## src/rtl/fifo_shift_round_pkg.sv

```systemverilog
// Shared constants and helpers for the narrow/wide stream width converter.
// Holds the ORAM data-path widths, the log2 helper and the conversion-mode selection.
package fifo_shift_round_pkg;

    localparam int ORAMB    = 512;
    localparam int FEDWidth = 64;
    localparam int ORAMU    = 32;

    typedef enum logic [1:0] {
        ModeEqual  = 2'd0,
        ModePack   = 2'd1,
        ModeUnpack = 2'd2
    } convMode_t;

    // Ceiling log2: the number of bits needed to count 0..value-1.
    function automatic int log2(input int value);
        int result;
        result = 0;
        for (int i = 0; i < 31; i++) begin
            if ((1 << i) < value) result = i + 1;
        end
        return result;
    endfunction

    function automatic int ratioOf(input int iWidth, input int oWidth);
        return (iWidth > oWidth) ? iWidth / oWidth : oWidth / iWidth;
    endfunction

    function automatic convMode_t convModeOf(input int iWidth, input int oWidth);
        if (iWidth < oWidth) return ModePack;
        if (iWidth > oWidth) return ModeUnpack;
        return ModeEqual;
    endfunction

endpackage

```

## src/rtl/fifo_shift_round_counter.sv

```systemverilog
// Shared beat counter: synchronous Reset/Set/Load, each taking priority over Enable.
// Set drives all ones; Load takes In; Enable adds one and wraps at the counter width.
module Counter
    import fifo_shift_round_pkg::*;
#(
    parameter int Width = log2(ORAMB / FEDWidth)
) (
    input  logic             Clock,
    input  logic             Reset,
    input  logic             Set,
    input  logic             Load,
    input  logic             Enable,
    input  logic [Width-1:0] In,
    output logic [Width-1:0] Count
);

    // NOTE: sequential state always uses non-blocking assignments so every
    // reader of Count sees the pre-edge value within the same clock edge.
    always_ff @(posedge Clock) begin
        if (Reset)       Count <= '0;
        else if (Set)    Count <= '1;
        else if (Load)   Count <= In;
        else if (Enable) Count <= Count + 1'b1;
    end

endmodule

```

## src/rtl/fifo_shift_round_register.sv

```systemverilog
// One-entry valid/ready register stage: accepts whenever empty or draining this cycle.
// Full is set by an accept and cleared by an output transfer that has no new input behind it.
module fifo_register
    import fifo_shift_round_pkg::*;
#(
    parameter int Width = FEDWidth
) (
    input  logic             Clock,
    input  logic             Reset,
    input  logic [Width-1:0] InData,
    input  logic             InValid,
    output logic             InAccept,
    output logic [Width-1:0] OutData,
    output logic             OutSend,
    input  logic             OutReady
);

    logic full;

    assign InAccept = ~full | OutReady;
    assign OutSend  = full;

    // NOTE: the data register is reset as well, so OutData is a known value
    // straight after Reset instead of whatever the flops powered up with.
    always_ff @(posedge Clock) begin
        if (Reset) begin
            full    <= 1'b0;
            OutData <= '0;
        end else if (InValid & InAccept) begin
            full    <= 1'b1;
            OutData <= InData;
        end else if (OutReady) begin
            full    <= 1'b0;
        end
    end

endmodule

```

## src/rtl/fifo_shift_round.sv

```systemverilog
// Valid/ready width converter between a narrow and a wide stream, LSB chunk first,
// with an optional fifo_register stage on the output side.
module fifo_shift_round
    import fifo_shift_round_pkg::*;
#(
    parameter int IWidth   = FEDWidth,
    parameter int OWidth   = FEDWidth,
    parameter int Register = 0
) (
    input  logic              Clock,
    input  logic              Reset,
    input  logic [IWidth-1:0] InData,
    input  logic              InValid,
    output logic              InAccept,
    output logic [OWidth-1:0] OutData,
    output logic              OutValid,
    input  logic              OutReady
);

    localparam convMode_t Mode = convModeOf(IWidth, OWidth);

    logic [OWidth-1:0] convData;
    logic              convValid;
    logic              convReady;

    if (Mode == ModePack) begin : genPack
        localparam int Ratio = ratioOf(IWidth, OWidth);
        localparam int CountWidth = (Ratio > 1) ? log2(Ratio) : 1;
        localparam logic [CountWidth-1:0] LastBeat = CountWidth'(Ratio - 1);

        logic [OWidth-1:0]     packReg;
        logic                  full;
        logic [CountWidth-1:0] count;
        logic                  beat;
        logic                  lastBeat;

        // A pop and a new beat may share a cycle; that beat starts the next word at chunk 0.
        assign InAccept = ~full | convReady;
        assign beat     = InValid & InAccept;
        assign lastBeat = beat & (count == LastBeat);

        Counter #(.Width(CountWidth)) beatCounter (
            .Clock  (Clock),
            .Reset  (Reset | lastBeat),
            .Set    (1'b0),
            .Load   (1'b0),
            .Enable (beat),
            .In     ('0),
            .Count  (count)
        );

        always_ff @(posedge Clock) begin
            if (Reset) begin
                packReg <= '0;
                full    <= 1'b0;
            end else begin
                if (beat) packReg[int'(count)*IWidth +: IWidth] <= InData;
                if (lastBeat)       full <= 1'b1;
                else if (convReady) full <= 1'b0;
            end
        end

        assign convData  = packReg;
        assign convValid = full;
    end else if (Mode == ModeUnpack) begin : genUnpack
        localparam int Ratio = ratioOf(IWidth, OWidth);
        localparam int CountWidth = (Ratio > 1) ? log2(Ratio) : 1;
        localparam logic [CountWidth-1:0] LastBeat = CountWidth'(Ratio - 1);

        logic [IWidth-1:0]     holdReg;
        logic                  full;
        logic [CountWidth-1:0] count;
        logic                  pop;
        logic                  lastPop;
        logic                  load;

        assign pop      = full & convReady;
        assign lastPop  = pop & (count == LastBeat);
        // Accepting during the last chunk's transfer keeps words back-to-back.
        assign InAccept = ~full | (convReady & (count == LastBeat));
        assign load     = InValid & InAccept;

        Counter #(.Width(CountWidth)) beatCounter (
            .Clock  (Clock),
            .Reset  (Reset | lastPop),
            .Set    (1'b0),
            .Load   (1'b0),
            .Enable (pop),
            .In     ('0),
            .Count  (count)
        );

        always_ff @(posedge Clock) begin
            if (Reset) begin
                holdReg <= '0;
                full    <= 1'b0;
            end else if (load) begin
                holdReg <= InData;
                full    <= 1'b1;
            end else if (lastPop) begin
                full    <= 1'b0;
            end
        end

        assign convData  = holdReg[int'(count)*OWidth +: OWidth];
        assign convValid = full;
    end else begin : genEqual
        fifo_register #(.Width(OWidth)) equalStage (
            .Clock    (Clock),
            .Reset    (Reset),
            .InData   (InData),
            .InValid  (InValid),
            .InAccept (InAccept),
            .OutData  (convData),
            .OutSend  (convValid),
            .OutReady (convReady)
        );
    end

    if (Register != 0) begin : genOutStage
        fifo_register #(.Width(OWidth)) outStage (
            .Clock    (Clock),
            .Reset    (Reset),
            .InData   (convData),
            .InValid  (convValid),
            .InAccept (convReady),
            .OutData  (OutData),
            .OutSend  (OutValid),
            .OutReady (OutReady)
        );
    end else begin : genDirect
        assign OutData   = convData;
        assign OutValid  = convValid;
        assign convReady = OutReady;
    end

endmodule

```

## config.mk

```make
export PLATFORM = sky130hd
export DESIGN_NAME = fifo_shift_round
export DESIGN_NICKNAME = d
export VERILOG_FILES = /design/src/rtl/fifo_shift_round_pkg.sv /design/src/rtl/fifo_shift_round_counter.sv /design/src/rtl/fifo_shift_round_register.sv /design/src/rtl/fifo_shift_round.sv
export SDC_FILE = /design/constraint.sdc
export NUM_CORES = 1
export LEC_CHECK = 0
export ABC_AREA = 1
export CAP_MARGIN = 5
export CORE_MARGIN = 1.5
export CORE_UTILIZATION = 43
export CTS_BUF_LIST = sky130_fd_sc_hd__clkbuf_4 sky130_fd_sc_hd__clkbuf_8
export CTS_CLUSTER_SIZE = 28
export DETAILED_ROUTE_END_ITERATION = 8
export PLACE_DENSITY = 0.93
export SYNTH_ARGS = -nofsm -noshare
export SYNTH_HDL_FRONTEND = slang
export SYNTH_HIERARCHICAL = 1
export SYNTH_SLANG_ARGS = --single-unit
```

## constraint.sdc

```tcl
create_clock -name Clock -period 1.3 [get_ports Clock]
set_clock_uncertainty 0.05 [all_clocks]
set_input_delay 0.26 -clock Clock [delete_from_list [all_inputs] [get_ports Clock]]
set_output_delay 0.26 -clock Clock [all_outputs]
set_load 0.05 [all_outputs]
```

* Yosys cells after proc, flatten, opt, wreduce, memory -nomap -nowiden *
Index checks and enable logic that the tools add are counted.
W data, S select, Z words.

word-level totals
  register bits = 65
  output and inout port bits = 66

cells by class
  bitwise logic cells = 3
  muxes and demuxes = 2
  reduce and logical (&&, ||, !) cells = 1

operator list
  cell                number
  $mux W1             2
  $reduce_bool A2 Y1  1
  $and A1 B1 Y1       1
  $not A1 Y1          1
  $or A1 B1 Y1        1

* Logic depth before layout (Yosys ltp) *
Gate-level depths: netlist (run 1).

  depth in word-level cells = 4
  gate-level depth with buffers = 7
  mapped depth without buffers = 5

* Worst setup path before layout (run 1) *
Ideal clock, no wire load.

  kind = register to register
  start point = reg genEqual.equalStage.full, in the netlist genEqual.equalStage/OutSend
  end point = reg genEqual.equalStage.OutData[51]
  library setup time = 0.117 ns
  arrival time = 1.294 ns
  setup slack = -0.160 ns
  buffers on the path = 2
  cell stages (with the launch flop) = 6
  period minus slack after synthesis = 1.460 ns
  cells stage by stage = dfxtp_1 > nand2_2 > buf_6 > buf_4 > a21oi_1 > nor2_1

between the ends
  longest elaborated chain between the ends = 3

RTL lines
  item                    line                             RTL
  from (decl)             fifo_shift_round_register.sv:18  logic full;
  from (signal assigned)  fifo_shift_round_register.sv:27  full <= 1'b0;
  from (signal assigned)  fifo_shift_round_register.sv:30  full <= 1'b1;
  from (signal assigned)  fifo_shift_round_register.sv:33  full <= 1'b0;
  $not A1 Y1              fifo_shift_round_register.sv:20  assign InAccept = ~full | OutReady;
  $or A1 B1 Y1            fifo_shift_round_register.sv:20
  net InAccept            fifo_shift_round.sv:14           output logic InAccept,
  $and A1 B1 Y1           fifo_shift_round_register.sv:29  end else if (InValid & InAccept) begin
  to (signal assigned)    fifo_shift_round_register.sv:31  OutData <= InData;
  to (decl)               fifo_shift_round_register.sv:13  output logic [Width-1:0] OutData,

The timed path passes the listed nets, and every way through them passes these cells.
A chain may end at the register's enable or synchronous reset.

* Worst setup path in the final report (run 1) *
  start point = reg genEqual.equalStage.full, in the netlist genEqual.equalStage/OutSend
  end point = reg genEqual.equalStage.OutData[51]

between the ends
  longest elaborated chain between the ends = 3

RTL lines
  item           line
  $not A1 Y1     fifo_shift_round_register.sv:20
  $or A1 B1 Y1   fifo_shift_round_register.sv:20
  $and A1 B1 Y1  fifo_shift_round_register.sv:29

No other way between the ends.

==> metrics.md, run 1 <==
| Metric | Value |
|---|---|
| Cell area after synthesis | 2892 sq um |
| Critical path data required time | 1470 ps |
| Initial Util | 45.02% |
| Routed Antenna Nets | 0 |
| Post-DP HPWL | 6206 um |
| Slowest-stage cell, CP | dfxtp_4 |
| Clock sinks | 65 |
| Sequential power share | 38.7% |
| # H-tree levels | 3 |
| Main combinational cell family by area after synthesis | simple AND/OR/NAND/NOR gates |
| Area post-placement | 4940 sq um |
| DRT Pass-1 Iters | 6 |
| Startpoint Class | flip-flop |
| # rows | 29 |
| Prevailing post-synth register cell | dfxtp_1 |
| Routability cong. | 0.7836 |
| DR vias | 3,153 |
| Ranking of synthesized cells by area | dfxtp_1 45%, a21oi_1 11%, nand3_1 11% |
| Normalized max-slew margin | 84.03% |
| XOR/XNOR Fraction of Synth Area | 0% |
| Max Slew Vio Count | 0 |
| Syn Area/Cell | 6.820 sq um |
| Share of cells above drive strength 1 | 18.18% |
| Global-route wire length before repair | 13,330 um |
| Syn Inst Count | 424 |
| CP Max Fanout | 62 |
| CP Cell Sequence | nand2_4, buf_8, buf_16, nand3_1, nand2_1, nor2_1 |
| YS warnings | 6 |
| Simple-Gate Fraction of Synth Area | 27.91% |
| Internal | 4.110 mW |
| ANT cells | 0 |
| Mux cell area share after synthesis | 0% |
| Max-cap violations | 0 |
| VDD IR-drop max | 0.0006834 V |
| Drt first-iter violations | 125 |
| Largest net degree at the start of global routing | 63 |
| GRT Residual Overflow | 0 |
| Clock-pin slew on the worst setup and hold paths | 70 ps |
| EDFF count, synth | 0 |
| Comb pwr share | 32.6% |
| Failing checks | design-rule violations |
| Latest clock arrival within the worst-skew pair | 320 ps |
| Synth Area in Compound Gates | 11.25% |
| Total Nets Final | 614 |
| Gr usage total | 23.13% |
| Clock period minus final worst setup slack | 1265 ps |
| Worst-case clock buffer depth | 2 |
| Area Growth Syn to Fin | 80.01% |
| DR DRC count | 8 |
| Clk pwr share | 28.7% |
| Crit path DAT | 1440 ps |
| Post-route cell area | 5205 sq um |
| Top cell type's share of synthesized area | 45.00% |
| Setup-failing EPs final | 0 |
| CP bufs+invs | 2 |
| DR WL/cell | 13.98 um |
| Port bufs | 133 |
| Dpl ws | -284.4 ps |
| Final hold violations | 0 |
| Post-synthesis register bit count | 65 |
| Min setup slack post-route | 34.51 ps |
| Num CTS Buffers | 9 |
| Io pins | 134 |
| CTS tree | built |
| FFs w/ async S/R, synth | 0% |
| Clock root buffer | clkbuf_8 |
| Measured slew at the worst slew-check pin | 239.6 ps |
| Slowest cell delay on critical path | 360 ps |
| Top delay family on crit path | simple AND/OR/NAND/NOR gates |
| Via-per-instance ratio | 5.029 |
| Synthesized Nets | 492 |
| Pwr dens | 1151 nW/um^2 |
| NetSw | 1.880 mW |
| Post-Route WL | 8765 um |
| Setup crit end kind | flip-flop |
| Fillers | 394 |
| Die width | 85 um |
| Outcome | finished, violations left |
| Vias in the first global route | 3,004 |
| Switching share of power | 31.38% |
| Die area | 7225 sq um |
| Setup CP Type | flip-flop to flip-flop |
| Pleak | 2.511 nW |
| HP Class | primary input to flip-flop |
| Post-synthesis sequential area ratio | 45.00% |
| Fin crit share | 97.35% |
| Fin Setup TNS | 0 ps |
| Final core occ | 81.04% |
| Area leader, netlist | dfxtp_1 |
| Die Y | 85 um |
| Synth Area in Adders | 0% |
| Antenna violations before repair | 0 |
| F_max | 790.2 MHz |
| Core Footprint | 6422 sq um |
| Top cells by count, synth | 65 x a21oi_1, 65 x dfxtp_1, 65 x inv_1 |
| Post-synthesis cell type count | 13 |
[area by class of cell]
type,count,area (sq um),share of cell area [%]
repair buffers,145,2206,42.38
flip-flops and latches,65,1305,25.07
multi-input cells,258,1147,22.04
inverters,67,251.5,4.832
clock buffers,12,158.9,3.053
well taps,77,96.34,1.851
clock inverters,3,40.04,0.7692
[flip-flops by register name, summed over array words and instances (netlist names)]
name / flops
genEqual.equalStage/OutSend: 1
genEqual.equalStage/OutData: 64
[power groups by stage]
stage	Sequential, mW	Clock, mW	Combinational, mW
floorplan	2.81	0	0.444
global placement	2.35	0	1.87
detailed placement	2.37	0	1.93
CTS	2.32	1.75	1.94
global route	2.33	1.83	2.05
finish	2.32	1.72	1.95
[layout by cell type, fill, tap and decap left out]
master            n
a21oi_1          65
buf_12           71
buf_16            2
buf_4             4
buf_8             1
bufinv_16         1
clkbuf_16         1
clkbuf_4          1
clkbuf_8         11
clkdlybuf4s50_1  65
clkinv_2          2
dfxtp_1          64
dfxtp_4           1
dlygate4sd2_1     1
inv_1            65
inv_2             2
nand2_1          64
nand2_4           1
nand3_1          62
nand3_2           2
nor2_1           64
[final timing paths]
path	endpoint	slack, ps	depth (start not counted)	from
setup / recovery	genEqual.equalStage/OutData[51]	30	6	genEqual.equalStage/OutSend
hold / removal	genEqual.equalStage/OutData[62]	330	3	InValid
setup reg to reg	genEqual.equalStage/OutData[51]	30	6	genEqual.equalStage/OutSend
hold reg to reg	genEqual.equalStage/OutData[38]	490	2	genEqual.equalStage/OutData[38]
[layer usage]
metal | GRT usage [%] | up-vias | share of wire [%]
met2 | 43.36 | 126 | 56
met4 | 10.88 | 0 | 2.4
met3 | 5.837 | 16 | 6.0
met1 | 23.89 | 1459 | 36
met5 | 0 | - | 0
li1 | - | 1552 | -
[cell families (layout without fill, tap and decap cells)]
logic type	count (synthesis)	after routing
simple gates	193	193
buf+inv	101	227
compound gates	65	65
flops	65	65
[worst register-to-register path: cells and delay by family, from the launching register on]
kind                   cells  cell delay, ps
AND/OR/NAND/NOR            4             370
flip-flops                 1             360
buffers and inverters      2             390
[what timing repair did]
item                       CTS  global route
gates resized for setup      2             6
hold buffers                 0             0
buffers inserted             2             0
cloned                       0             1
setup endpoints to repair    1            12
[through the flow]
stage	hold WS (ps)	total power [mW]	std cells
6_report	332.5	5.989	627
4_1_cts	310.5	6.007	626
3_5_place_dp	480.4	4.292	610
5_1_grt	353.8	6.217	627
2_1_floorplan	271.7	3.250	424
3_3_place_gp	471.6	4.225	610
Note: power is estimated with default switching activity, not from simulation.
==> run 2: changes to the inputs <==
--- a/config.mk
+++ b/config.mk
@@ -7,8 +7,10 @@
 export LEC_CHECK = 0
 export ABC_AREA = 1
 export CAP_MARGIN = 5
+export CELL_PAD_IN_SITES_DETAIL_PLACEMENT = 0
+export CELL_PAD_IN_SITES_GLOBAL_PLACEMENT = 1
 export CORE_MARGIN = 1.5
-export CORE_UTILIZATION = 43
+export CORE_UTILIZATION = 29
 export CTS_BUF_LIST = sky130_fd_sc_hd__clkbuf_4 sky130_fd_sc_hd__clkbuf_8
 export CTS_CLUSTER_SIZE = 28
 export DETAILED_ROUTE_END_ITERATION = 8
==> run 2 against run 1 <==
Net effect:
- the flow finishes with violations (negative setup slack)
- sequential cell count did not move
- largest cell class unchanged
- sequential share of layout area fell by 0.14 points
- fmax fell by 3.1%
- clock-buffer cell count fell by 1
- critical path depth fell by 3
- highest routed layer unchanged
- largest power group unchanged
- via count fell by 4.8%
- combinational power barely moved
==> metrics.md, run 2 (synthesized netlist as in run 1, its figures left out) <==
| Metric | Value |
|---|---|
| VDD IR-drop max | 0.0005877 V |
| Via-per-instance ratio | 4.368 |
| Latest clock arrival within the worst-skew pair | 320 ps |
| Worst-case clock buffer depth | 2 |
| Die width | 102.9 um |
| Clock-pin slew on the worst setup and hold paths | 70 ps |
| Share of cells above drive strength 1 | 18.41% |
| Internal | 3.854 mW |
| Fin crit share | 100.5% |
| Total Nets Final | 618 |
| Outcome | finished, violations left |
| Vias in the first global route | 2,867 |
| Failing checks | negative setup slack |
| Num CTS Buffers | 9 |
| Measured slew at the worst slew-check pin | 220.6 ps |
| CP Max Fanout | 2 |
| Clock sinks | 65 |
| Post-DP HPWL | 5712 um |
| Max Slew Vio Count | 0 |
| Global-route wire length before repair | 12,920 um |
| Slowest cell delay on critical path | 360 ps |
| Critical path's most frequent cell | buf_12 |
| DR WL/cell | 11.43 um |
| R2R setup slack | 100 ps |
| Die area | 10,580 sq um |
| Reg2reg start | genEqual.equalStage/OutSend |
| HP Class | primary input to flip-flop |
| Most flops, register | genEqual.equalStage/OutData |
| CP bufs+invs | 2 |
| Antenna violations before repair | 0 |
| Switching share of power | 32.35% |
| Largest net degree at the start of global routing | 55 |
| Most common cell after layout, fill and taps aside | buf_12 |
| Final hold violations | 0 |
| Area post-placement | 5045 sq um |
| DR vias | 3,001 |
| Io pins | 134 |
| Clock period minus final worst setup slack | 1306 ps |
| Post-Route WL | 7854 um |
| Max-cap violations | 0 |
| DR DRC count | 0 |
| DRT Pass-1 Iters | 5 |
| Setup crit end kind | output pin |
| Clock root buffer | clkbuf_8 |
| Setup-failing EPs final | 1 |
| Max reg flops | 64 |
| Drt first-iter violations | 95 |
| Setup CP Type | flip-flop to output pin |
| Die Y | 102.9 um |
| Min setup slack post-route | -6.456 ps |
| Worst hold path depth | 3 |
| CTS tree | built |
| Area Growth Syn to Fin | 81.00% |
| Fillers | 917 |
| Sequential power share | 40.7% |
| Port bufs | 133 |
| Top delay family on crit path | flip-flops |
| Sequential cell area | 1305 sq um |
| Clk pwr share | 25.7% |
| Most frequent cells in the layout | 74 x buf_12, 65 x a21oi_1, 65 x inv_1, 65 x clkdlybuf4s50_1 |
| Reg2Reg Depth | 6 |
| Routability cong. | 0.7312 |
| Dpl ws | -229.0 ps |
| Crit path DAT | 1000 ps |
| Critical path data required time | 990 ps |
| Pwr dens | 1088 nW/um^2 |
| GRT Residual Overflow | 0 |
| Hold EP | genEqual.equalStage/OutData[12] |
| Startpoint Class | flip-flop |
| Fin Setup TNS | -6.456 ps |
| RSZ-0062 raised after global routing | yes |
| Normalized max-slew margin | 85.30% |
| ANT cells | 0 |
| Core Footprint | 9729 sq um |
| Routed Antenna Nets | 0 |
| Multi-input logic area | 1137 sq um |
| Comb pwr share | 33.6% |
| Hold_sp | InValid |
| Pleak | 2.500 nW |
| F_max | 765.4 MHz |
| # hold bufs at CTS | 0 |
| Initial Util | 29.72% |
| # H-tree levels | 3 |
| CP Cell Sequence | nand2_4, buf_12, buf_12 |
| Post-route cell area | 5234 sq um |
| Worst r2r dst | genEqual.equalStage/OutData[16] |
| Gr usage total | 15.50% |
| Slowest-stage cell, CP | dfxtp_4 |
| NetSw | 1.843 mW |
| # rows | 36 |
==> run 2: cell types whose count changed in the layout (fill, tap and decap cells not counted), moves of 2 or more <==
cell      change
nand3_1       +2
nand3_2       -2
clkinv_2      +2
buf_12        +3
buf_4         +5
buf_16        -2
==> run 2: tightest hold or removal path: stages <==
cell and delay [ps]:
buf_4 190, a21oi_1 150, nor2_1 50
==> run 2: power groups by stage <==
| stage | registers, mW | logic [mW] | clock network (mW) |
|---|---|---|---|
| CTS | 2.32 | 1.93 | 1.54 |
| global route | 2.33 | 2.04 | 1.64 |
| finish | 2.32 | 1.92 | 1.46 |
| floorplan | 2.81 | 0.444 | 0 |
| global placement | 2.36 | 1.90 | 0 |
| detailed placement | 2.36 | 1.92 | 0 |
==> run 2: repair_timing <==
item | 4_1_cts | 5_1_grt
buffers inserted | 2 | 1
resized for setup | 2 | 0
endpoints found under the setup margin | 1 | 1
pin swaps | 1 | 0
==> run 2: worst max-delay path by stage <==
| stage | start | to | slack (ps) | cells after the start |
|---|---|---|---|---|
| floorplan | genEqual.equalStage/OutSend | genEqual.equalStage/OutData[51] | 20 | 5 |
| global placement | OutReady | genEqual.equalStage/OutData[26] | -220 | 7 |
| detailed placement | OutReady | genEqual.equalStage/OutData[16] | -230 | 7 |
| CTS | genEqual.equalStage/OutSend | InAccept | -50 | 3 |
| global route | genEqual.equalStage/OutSend | InAccept | -60 | 3 |
| finish | genEqual.equalStage/OutSend | InAccept | -6 | 3 |
==> run 2: per-stage QoR <==
step | total power [mW] | std cells | util (%) | hold WS, ps
6_report | 5.697 | 687 | 53.79 | 312.6
5_1_grt | 6.012 | 687 | 53.79 | 311.7
4_1_cts | 5.783 | 686 | 53.72 | 291.2
3_5_place_dp | 4.286 | 669 | 51.85 | 479.2
3_3_place_gp | 4.254 | 669 | 51.85 | 474.0
2_1_floorplan | 3.250 | 424 | - | 271.7
==> run 2: layout make-up <==
cell class | instances | area share [%]
Clock buffer | 11 | 2.773
Clock inverter | 4 | 0.3825
Inverter | 67 | 4.805
Multi-Input combinational cell | 258 | 21.73
Sequential cell | 65 | 24.93
Tap cell | 133 | 3.180
Timing Repair Buffer | 149 | 42.19
==> run 2: routing by layer <==
metal	GRT usage, %	up-vias	wire (um)	share of wire (%)
met4	4.574	0	125	1.6
met1	17.25	1334	3304	42
li1	-	1559	-	-
met5	0	-	0	0
met2	26.69	97	3788	48
met3	7.051	11	635	8.1
